`config.mk`:
```
export PLATFORM = sky130hd
export DESIGN_NAME = iob_rr_arbiter_flat
export DESIGN_NICKNAME = d
export VERILOG_FILES = /design/src/rtl/iob_rr_arbiter_pkg.sv /design/src/rtl/iob_rr_arbiter_if.sv /design/src/rtl/iob_rr_arbiter_reg_r.sv /design/src/rtl/iob_rr_arbiter.sv /design/src/flat_wrapper.sv
export SDC_FILE = /design/constraint.sdc
export NUM_CORES = 1
export LEC_CHECK = 0
export BUFFER_PORTS_ARGS = -buffer_cell sky130_fd_sc_hd__buf_2
export CAP_MARGIN = 20
export CORE_AREA = 3 3 40 42
export CTS_BUF_LIST = sky130_fd_sc_hd__clkbuf_4
export CTS_CLUSTER_DIAMETER = 100
export DETAILED_ROUTE_END_ITERATION = 8
export DIE_AREA = 0 0 43 45
export GPL_TIMING_DRIVEN = 0
export PLACE_DENSITY_LB_ADDON = 0.12
export REMOVE_ABC_BUFFERS = 1
export SYNTH_ARGS = -nofsm -noshare
export SYNTH_HDL_FRONTEND = slang
export SYNTH_SLANG_ARGS = --single-unit
```
`constraint.sdc`:
```
create_clock -name clk_i -period 3.4 [get_ports clk_i]
set_input_delay 0.34 -clock clk_i [delete_from_list [all_inputs] [get_ports clk_i]]
set_output_delay 0.34 -clock clk_i [all_outputs]
set_load 0.03 [all_outputs]
```
`src/rtl/iob_rr_arbiter_pkg.sv`:
```
// Shared types and helpers for the round-robin lock arbiter.
package iob_rr_arbiter_pkg;

    typedef enum logic {
        ARB_IDLE = 1'b0,
        ARB_BUSY = 1'b1
    } arb_state_t;

    // Index width for N requesters; a single requester still needs one bit.
    function automatic int idx_width(input int n);
        return (n <= 1) ? 1 : $clog2(n);
    endfunction

endpackage

```
`src/rtl/iob_rr_arbiter_if.sv`:
```
// Request/grant bundle between requester masters and the arbiter.
interface iob_rr_arbiter_if
    import iob_rr_arbiter_pkg::*;
#(
    parameter int N = 4
) ();

    localparam int N_W = idx_width(N);

    logic [N-1:0]   req_i;
    logic           release_i;
    logic [N-1:0]   gnt_o;
    logic [N_W-1:0] gnt_idx_o;
    logic           gnt_valid_o;

    modport master (
        output req_i,
        output release_i,
        input  gnt_o,
        input  gnt_idx_o,
        input  gnt_valid_o
    );

    modport slave (
        input  req_i,
        input  release_i,
        output gnt_o,
        output gnt_idx_o,
        output gnt_valid_o
    );

endinterface

```
`src/rtl/iob_rr_arbiter_reg_r.sv`:
```
// Resettable register with clock enable: async reset always wins,
// the synchronous reset only takes effect on an enabled edge.
module iob_reg_r #(
    parameter int                DATA_W  = 1,
    parameter logic [DATA_W-1:0] RST_VAL = '0
) (
    input  logic              clk_i,
    input  logic              arst_i,
    input  logic              cke_i,
    input  logic              rst_i,
    input  logic [DATA_W-1:0] data_i,
    output logic [DATA_W-1:0] data_o
);

    // Storage element: async clear, then enable-qualified sync clear or load.
    always_ff @(posedge clk_i or posedge arst_i) begin
        if (arst_i) begin
            data_o <= RST_VAL;
        end else if (cke_i) begin
            if (rst_i) begin
                data_o <= RST_VAL;
            end else begin
                data_o <= data_i;
            end
        end
    end

endmodule

```
`src/rtl/iob_rr_arbiter.sv`:
```
// Round-robin lock arbiter: a grant is held until its owner releases it,
// and the search for the next owner starts just past the previous one.
module iob_rr_arbiter
    import iob_rr_arbiter_pkg::*;
#(
    parameter int N = 4
) (
    input  logic             clk_i,
    input  logic             arst_i,
    input  logic             cke_i,
    input  logic             rst_i,
    iob_rr_arbiter_if.slave  bus
);

    localparam int             N_W = idx_width(N);
    localparam logic [N_W:0]   N_L = (N_W + 1)'(N);

    arb_state_t     state_q;
    arb_state_t     state_d;
    logic           state_bits;
    logic [N_W-1:0] ptr_q;
    logic [N_W-1:0] ptr_d;
    logic [N-1:0]   gnt_q;
    logic [N-1:0]   gnt_d;
    logic [N_W-1:0] idx_q;
    logic [N_W-1:0] idx_d;

    logic           any_req;
    logic           win_found;
    logic [N_W-1:0] win_idx;
    logic [N_W:0]   scan;
    logic [N_W:0]   ptr_inc;

    assign any_req = |bus.req_i;
    assign state_q = arb_state_t'(state_bits);

    iob_reg_r #(.DATA_W(1),   .RST_VAL('0)) state_reg (
        .clk_i(clk_i), .arst_i(arst_i), .cke_i(cke_i), .rst_i(rst_i),
        .data_i(state_d), .data_o(state_bits)
    );

    iob_reg_r #(.DATA_W(N_W), .RST_VAL('0)) ptr_reg (
        .clk_i(clk_i), .arst_i(arst_i), .cke_i(cke_i), .rst_i(rst_i),
        .data_i(ptr_d), .data_o(ptr_q)
    );

    iob_reg_r #(.DATA_W(N),   .RST_VAL('0)) gnt_reg (
        .clk_i(clk_i), .arst_i(arst_i), .cke_i(cke_i), .rst_i(rst_i),
        .data_i(gnt_d), .data_o(gnt_q)
    );

    iob_reg_r #(.DATA_W(N_W), .RST_VAL('0)) idx_reg (
        .clk_i(clk_i), .arst_i(arst_i), .cke_i(cke_i), .rst_i(rst_i),
        .data_i(idx_d), .data_o(idx_q)
    );

    // Circular priority search: first requester at or after ptr, wrapping at N.
    always_comb begin
        win_found = 1'b0;
        win_idx   = '0;
        scan      = '0;
        for (int k = 0; k < N; k++) begin
            scan = {1'b0, ptr_q} + (N_W + 1)'(k);
            if (scan >= N_L) begin
                scan = scan - N_L;
            end
            if (!win_found && bus.req_i[scan[N_W-1:0]]) begin
                win_found = 1'b1;
                win_idx   = scan[N_W-1:0];
            end
        end
    end

    // Rotation point after a release: one past the owner, modulo N.
    always_comb begin
        ptr_inc = {1'b0, idx_q} + (N_W + 1)'(1);
        if (ptr_inc >= N_L) begin
            ptr_inc = ptr_inc - N_L;
        end
    end

    // Next state: lock on any request, unlock only on the owner's release.
    always_comb begin
        state_d = state_q;
        case (state_q)
            ARB_IDLE: if (any_req)        state_d = ARB_BUSY;
            ARB_BUSY: if (bus.release_i)  state_d = ARB_IDLE;
            default:                      state_d = ARB_IDLE;
        endcase
    end

    // Register loads: capture the winner on grant, clear grant and rotate on release.
    always_comb begin
        gnt_d = gnt_q;
        idx_d = idx_q;
        ptr_d = ptr_q;
        case (state_q)
            ARB_IDLE: begin
                gnt_d = '0;
                if (any_req) begin
                    gnt_d = N'(1) << win_idx;
                    idx_d = win_idx;
                end
            end
            ARB_BUSY: begin
                if (bus.release_i) begin
                    gnt_d = '0;
                    ptr_d = ptr_inc[N_W-1:0];
                end
            end
            default: begin
                gnt_d = '0;
            end
        endcase
    end

    assign bus.gnt_o       = gnt_q;
    assign bus.gnt_idx_o   = idx_q;
    assign bus.gnt_valid_o = (state_q == ARB_BUSY);

endmodule

```
`src/flat_wrapper.sv`:
```
// flat-port wrapper written by rule: the top's interface ports become plain ports
module iob_rr_arbiter_flat import iob_rr_arbiter_pkg::*;
#(
    parameter int N = 4
)
  (clk_i, arst_i, cke_i, rst_i, bus_req_i, bus_release_i, bus_gnt_o, bus_gnt_idx_o, bus_gnt_valid_o);
  iob_rr_arbiter_if #(.N(N)) bus_i ();
  input  logic clk_i;
  input  logic arst_i;
  input  logic cke_i;
  input  logic rst_i;
  input wire logic [$bits(bus_i.req_i)-1:0] bus_req_i;
  input wire logic [$bits(bus_i.release_i)-1:0] bus_release_i;
  output wire logic [$bits(bus_i.gnt_o)-1:0] bus_gnt_o;
  output wire logic [$bits(bus_i.gnt_idx_o)-1:0] bus_gnt_idx_o;
  output wire logic [$bits(bus_i.gnt_valid_o)-1:0] bus_gnt_valid_o;
  assign bus_i.req_i = bus_req_i;
  assign bus_i.release_i = bus_release_i;
  assign bus_gnt_o = bus_i.gnt_o;
  assign bus_gnt_idx_o = bus_i.gnt_idx_o;
  assign bus_gnt_valid_o = bus_i.gnt_valid_o;
  iob_rr_arbiter #(.N(N)) u_core (.clk_i(clk_i), .arst_i(arst_i), .cke_i(cke_i), .rst_i(rst_i), .bus(bus_i));
endmodule
```
==> summary.txt, run 1 <==
Clock network
  • Clk_lat worst skew: 0.26 ns
  • # hold bufs at CTS: 0
  • Num CTS Buffers: 3
  • Cts repair resizes: 0
  • Worst-path clk slew: 0.06 ns
  • CTS tree: done
  • H-tree depth: 1
  • Clock Path Buffers: 2
  • Setup Fix Bufs, Post-CTS: 0
  • Clock Sinks: 9
  • Clock root buffer: clkbuf_4

Timing
  • Layout Skew: about 0.0022 ns
  • Max transition margin: 63.7%
  • Worst-margin pin slew: 0.542 ns
  • Total Neg Setup Slack: 0 ns
  • Fin crit period: 1.40 ns
  • Period utilization: 41.3%
  • Setup violations, final: 0
  • Unrepaired setup endpoints after global routing: no
  • Hold Vio Cnt, Final: 0
  • Slew Viols, Final: 0
  • Max Freq: 0.713 GHz

Setup path
  • WP data arrival: 1.55 ns
  • Critical-path cell list: a21oi_2 > nor3b_1 > or3_1 > a32o_1
  • Crit path max fanout: 6
  • Delay-heaviest family, CP: simple AND/OR/NAND/NOR gates
  • CP max stage cell: dfrtp_1
  • Crit path launch type: flop
  • Critical path class: flop to flop
  • Critical path buffer and inverter count: 0
  • Worst EP required: 3.55 ns
  • CP Capture Type: flop
  • Max stage delay on crit path: about 0.44 ns

GRT
  • Largest net degree at the start of global routing: 10
  • Initial antenna violation count: 0
  • Gr usage total: approximately 14%
  • First-pass GRT wire length: about 2.0 mm
  • GRT overflow: 0
  • Vias in the first global route: ~450

Yosys
  • Synth Flop Type: dfrtp_1
  • Mean post-synth cell area: 10.2 sq um
  • Most common library cells after synthesis: dfrtp_1 (9), inv_1 (5), a32o_1 (4), nand2_1 (4), o21ai_0 (4)
  • Most common cell in the netlist: dfrtp_1
  • Seq/Total Area, Yosys: between 40% and 50%
  • Yosys top cell area share: 43.5%
  • Post-Syn Instances: 51
  • Number of synthesized flops with an enable pin: 0
  • Asr flop ratio synth: 100%
  • YS warnings: 0
  • Synth area leaders: dfrtp_1 (43%), a32o_1 (7.7%), nor3b_1 (4.3%)
  • Area leader, netlist: dfrtp_1
  • Synth Cell Area: approximately 520 sq um
  • Flip-flop and latch count after synthesis: 9
  • Cell variety after synth: 25

Die
  • Initial Util: 40.3%
  • Std-Cell Rows: 13
  • Die Y: 45 um
  • Die Span X: 43 um
  • Core region area: around 1300 sq um
  • Die area: 1940 sq um
  • Io pins: 16

Detailed routing
  • Via Count: between 400 and 500
  • Routed Antenna Nets: 0
  • Initial DRC count: 8
  • Wirelength per Cell: between 10 and 15 um
  • Pre-antenna DRT Iters: 3
  • Vias per Instance: 5.42
  • Drt drc: 0
  • Routed Wire Length: 1.13 mm

Layout
  • Fin nets: 80
  • Area Growth Syn to Fin: 23.9%
  • Final Non-Filler Cells: between 80 and 90
  • Ant. Diodes: 0
  • Fillers: 125
  • Util after Layout: 50.0%
  • Final Cell Area: between 600 and 700 sq um
  • Share of layout cells above drive strength 1: 35.7%

Pwr
  • Sequential power share: 42.7%
  • Switching power: 99.0 uW
  • Peak supply drop: 250 uV
  • Comb pwr share: 27.9%
  • Pwr/cell area: 475 nW/um^2
  • Switch share: 32.5%
  • PnR Total Power: just over 300 uW
  • Leak pwr: 0.318 nW
  • Clock power share: just under 30%
  • Cell internal pwr: 206 uW

Min path
  • Hold crit path type: primary input to async pin

Place
  • Placed Area: 612 sq um
  • Inst Count DP: 81
  • Detail Placement HPWL: roughly 910 um
  • Port bufs: 15
  • Final Wtd Congestion: 0.796

Status
  • Status: complete, no violations

Flow run
  • Max_cap viols: 0
==> cells by family (layout without fill, tap and decap cells) <==
| logic type | after synthesis | count (layout) | share of synthesized area [%] |
|---|---|---|---|
| DFF | 9 | 9 | 43.5 |
| buffers and inverters | 5 | 24 | 3.62 |
| and+or+nand+nor | 18 | 18 | 22.0 |
| xor gates and xnor gates | 1 | 1 | 1.69 |
| AOI/OAI and AO/OA | 18 | 18 | 29.2 |
==> registers in the layout, indices dropped and copies added (netlist names) <==
signal,flops
u_core.gnt_reg.data_o,4
u_core.idx_reg.data_o,2
u_core.state_reg.data_o,1
u_core.ptr_reg.data_o,2
==> path summary, 6_finish.rpt <==
| path | start | endpoint | slack [ns] | cells after the start |
|---|---|---|---|---|
| max | u_core.ptr_reg.data_o[1] | u_core.gnt_reg.data_o[1] | 2.00 | 4 |
| min | arst_i | u_core.gnt_reg.data_o[3] | 0.03 | 2 |
| max reg2reg | u_core.ptr_reg.data_o[1] | u_core.gnt_reg.data_o[1] | 2.00 | 4 |
| min in group clk_i | cke_i | u_core.ptr_reg.data_o[0] | 0.42 | 3 |
| min reg2reg | u_core.gnt_reg.data_o[0] | u_core.gnt_reg.data_o[0] | 0.50 | 1 |
| max in group asynchronous | arst_i | u_core.ptr_reg.data_o[1] | 3.11 | 2 |
==> routing by layer <==
metal	share of wire (%)	global-route usage (%)	vias up
li1	-	-	231
met2	41	20.7	16
met1	49	18.0	210
met3	7.3	3.19	4
met5	0	0	-
met4	2.1	9.04	0
==> per-stage QoR <==
| stage | hold WS, ns | worst slack (ns) |
|---|---|---|
| after floorplan | 0.168 | 2.08 |
| after global placement | 0.319 | 1.92 |
| after detailed placement | 0.320 | 1.91 |
| after CTS | 0.0342 | 1.99 |
| after global routing | 0.0497 | 1.90 |
| final | 0.0319 | 2.00 |
==> final cells by class <==
type / count / area [sq um] / area share [%]
tap: 15 / 18.8 / 2.92
timing repair buffer: 15 / 75.1 / 11.7
multi-input combinational: 37 / 274 / 42.7
clock buffer: 4 / 30.0 / 4.68
sequential: 9 / 225 / 35.1
inverter: 5 / 18.8 / 2.92
==> power by group through the flow <==
stage	Clock [mW]	Combinational [mW]	Sequential, mW
floorplan	0	0.0418	0.149
global placement	0	0.0854	0.132
detailed placement	0	0.0858	0.132
CTS	0.0947	0.0862	0.130
global route	0.0993	0.0930	0.133
finish	0.0895	0.0852	0.130
==> cells in the final DEF, fill, tap and decap left out <==
| master | count |
|---|---|
| nand2_1 | 4 |
| nor2_1 | 2 |
| o21ai_0 | 4 |
| clkbuf_4 | 4 |
| buf_2 | 15 |
| or3_1 | 1 |
| nor2b_1 | 1 |
| a211o_1 | 1 |
| nor3b_4 | 1 |
| nor2_2 | 1 |
| a221o_1 | 1 |
| a31oi_4 | 1 |
| a21o_2 | 1 |
| nand3b_1 | 1 |
| inv_1 | 5 |
| dfrtp_1 | 9 |
| nor3b_1 | 3 |
| a211oi_1 | 1 |
| xnor2_1 | 1 |
| and2_1 | 1 |
| o22ai_1 | 1 |
| nor3_1 | 1 |
| a21oi_1 | 2 |
| nand2b_1 | 2 |
| a32o_1 | 4 |
| a21oi_2 | 1 |
| a211o_2 | 1 |
(Power assumes the default switching activity.)
==> inputs of run 2 (changes only) <==
==> constraint.sdc (replaced) <==
create_clock -name clk_i -period 1.3 [get_ports clk_i]
set_input_delay 0.13 -clock clk_i [delete_from_list [all_inputs] [get_ports clk_i]]
set_output_delay 0.13 -clock clk_i [all_outputs]
set_load 0.03 [all_outputs]
==> summary.txt, run 2 (same netlist as run 1, synthesis figures left out) <==
Die
  • Initial Util: 40.3% (unchanged)
  • Die area: 1940 sq um (unchanged)
  • Core region area: 1280 sq um (unchanged)
  • Die Y: 45 um (unchanged)
  • Die Span X: 43 um (unchanged)
  • Std-Cell Rows: 13 (unchanged)
  • Io pins: 16 (unchanged)

GRT
  • Gr usage total: 14.0% (was 13.9%)
  • Vias in the first global route: 466 (was 454)
  • First-pass GRT wire length: 2.01 mm (was 1.97 mm)
  • Largest net degree at the start of global routing: 10 (unchanged)
  • Initial antenna violation count: 0 (unchanged)
  • GRT overflow: 0 (unchanged)

Clock network
  • Clock root buffer: clkbuf_4 (unchanged)
  • Clock Sinks: 9 (unchanged)
  • Clk_lat worst skew: 0.26 ns (about the same)
  • Worst-path clk slew: 0.06 ns (about the same)
  • Clock Path Buffers: 2 (unchanged)
  • H-tree depth: 1 (unchanged)
  • CTS tree: done (unchanged)
  • Num CTS Buffers: 3 (unchanged)

Setup path
  • CP Capture Type: flop (unchanged)
  • Worst R2R Setup Slack: 0.04 ns (was 2.00 ns)
  • RR Startpoint: u_core.ptr_reg.data_o[0] (was u_core.ptr_reg.data_o[1])
  • Critical path class: flop to flop (unchanged)
  • CP Launch Point: u_core.ptr_reg.data_o[0] (was u_core.ptr_reg.data_o[1])
  • WP data arrival: 1.41 ns (was 1.55 ns)
  • Worst R2R Path Depth: 4 (unchanged)
  • Crit path max fanout: 3 (was 6)
  • Crit path launch type: flop (unchanged)
  • Crit path to: u_core.gnt_reg.data_o[1] (unchanged)
  • Worst EP required: 1.45 ns (was 3.55 ns)
  • Worst R2R End: u_core.gnt_reg.data_o[1] (unchanged)

Layout
  • Largest Register: u_core.gnt_reg.data_o (unchanged)
  • Area Growth Syn to Fin: 40.1% (was 23.9%)
  • Top flop regs: u_core.gnt_reg.data_o: 4 flops, u_core.idx_reg.data_o: 2 flops, u_core.ptr_reg.data_o: 2 flops (unchanged)
  • Fillers: 119 (was 125)
  • Ant. Diodes: 0 (unchanged)
  • Most common cell after layout, fill and taps aside: buf_2 (unchanged)
  • Final Non-Filler Cells: 90 (was 85)
  • Fin nets: 85 (was 80)
  • Commonest non-fill, non-tap cells in the layout: buf_2 (15), dfrtp_1 (7), inv_1 (5) (was buf_2 (15), dfrtp_1 (9), inv_1 (5))
  • Max reg flops: 4 (unchanged)
  • Share of layout cells above drive strength 1: 52.0% (was 35.7%)

Pwr
  • Pwr/cell area: 1170 nW/um^2 (was 475 nW/um^2)
  • Peak supply drop: 669 uV (was 250 uV)
  • Leak pwr: 0.352 nW (was 0.318 nW)
  • PnR Total Power: 850 uW (was 305 uW)

Detailed routing
  • Routed Wire Length: 1.21 mm (was 1.13 mm)
  • Routed Antenna Nets: 0 (unchanged)
  • Via Count: 489 (was 461)
  • WL met3: 85 um (was 83 um)
  • Drt drc: 0 (unchanged)
  • Pre-antenna DRT Iters: 3 (unchanged)
  • M1 wire length: 608 um (was 556 um)
  • Met2 WL: 473 um (was 467 um)
  • Initial DRC count: 8 (unchanged)
  • Wirelength per Cell: 13.4 um (was 13.3 um)
  • Vias per Instance: 5.43 (was 5.42)
  • Top routing layer used: met4 (unchanged)

Min path
  • Hold crit path type: primary input to flop (was primary input to async pin)

Timing
  • Unrepaired setup endpoints after global routing: yes (was no)
  • Total Neg Setup Slack: 0 ns (unchanged)
  • Post-route setup slack: 0.0376 ns (was 2.00 ns)
  • Worst-margin pin slew: 0.360 ns (was 0.542 ns)
  • Hold Vio Cnt, Final: 0 (unchanged)
  • Smallest hold slack: 0.215 ns (was 0.0319 ns)
  • Slew Viols, Final: 0 (unchanged)
  • Max Freq: 0.792 GHz (was 0.713 GHz)
  • Max transition margin: 75.9% (was 63.7%)
  • Period utilization: 97.1% (was 41.3%)
  • Fin crit period: 1.26 ns (was 1.40 ns)
  • Setup violations, final: 0 (unchanged)
  • Layout Skew: 0.000763 ns (was 0.00221 ns)

Place
  • Final Wtd Congestion: 0.796 (unchanged)
  • Worst slack, placed: -0.0991 ns (was 1.91 ns)
  • Port bufs: 15 (unchanged)
  • Inst Count DP: 81 (unchanged)
  • Detail Placement HPWL: 910 um (unchanged)

Flow run
  • Max_cap viols: 0 (unchanged)

Status
  • Status: complete, no violations (unchanged)
run 2: cell types whose count changed in the layout (fill, tap and decap cells not counted), moves of 2 or more:
cell / before / now
dfrtp_1: 9 / 7
buf_4: 0 / 4
dfrtp_2: 0 / 2
a21oi_1: 2 / 0
a21oi_2: 1 / 3
run 2: worst min-delay path by stage:
stage | endpoint | startpoint | slack, ns | depth (start not counted)
after global placement | u_core.gnt_reg.data_o[3] | arst_i | 0.11 | 2
final | u_core.ptr_reg.data_o[0] | cke_i | 0.22 | 3
after detailed placement | u_core.gnt_reg.data_o[3] | arst_i | 0.11 | 2
after CTS | u_core.ptr_reg.data_o[0] | cke_i | 0.20 | 3
after floorplan | u_core.gnt_reg.data_o[0] | arst_i | -0.04 | 1
after global routing | u_core.state_reg.data_o | cke_i | 0.24 | 3
run 2: final cells by class:
cell class                 count  area [sq um]  share of cell area (%)
multi-input combinational     37           315                    43.4
sequential                     9           228                    31.4
timing repair buffer          20           115                    15.9
clock buffer                   4          30.0                    4.14
inverter                       5          18.8                    2.59
tap                           15          18.8                    2.59
run 2: routing by layer:
layer	GRT usage, %	vias up
li1	-	241
met1	18.5	226
met2	20.7	17
met3	3.19	5
met4	9.04	0
met5	0	-
run 2: worst max-delay path, stage by stage (launching register included):
cell and delay [ns]:
dfrtp_1 0.36, nand2b_4 0.14, a21oi_2 0.06, or3_4 0.36
a32o_1 0.22
run 2: through the flow:
step,instance area (sq um),util (%)
finish,726,56.5
global route,726,56.5
CTS,684,53.3
detailed placement,612,47.6
global placement,612,47.6
floorplan,518,-
run 2: repair_timing:
item	CTS	global route
setup endpoints to repair	6	6
pin swaps	3	5
hold endpoints to repair	9	0
gates resized for setup	4	7
buffers inserted	2	2
hold buffers	1	0
run 2: power by group:
group | internal [mW] | leakage, nW | switching, mW | total (mW)
Sequential | 0.311 | 0.119 | 0.0278 | 0.339
Clock | 0.139 | 0.0184 | 0.0962 | 0.235
Combinational | 0.124 | 0.215 | 0.152 | 0.276
Total | 0.574 | 0.352 | 0.276 | 0.850
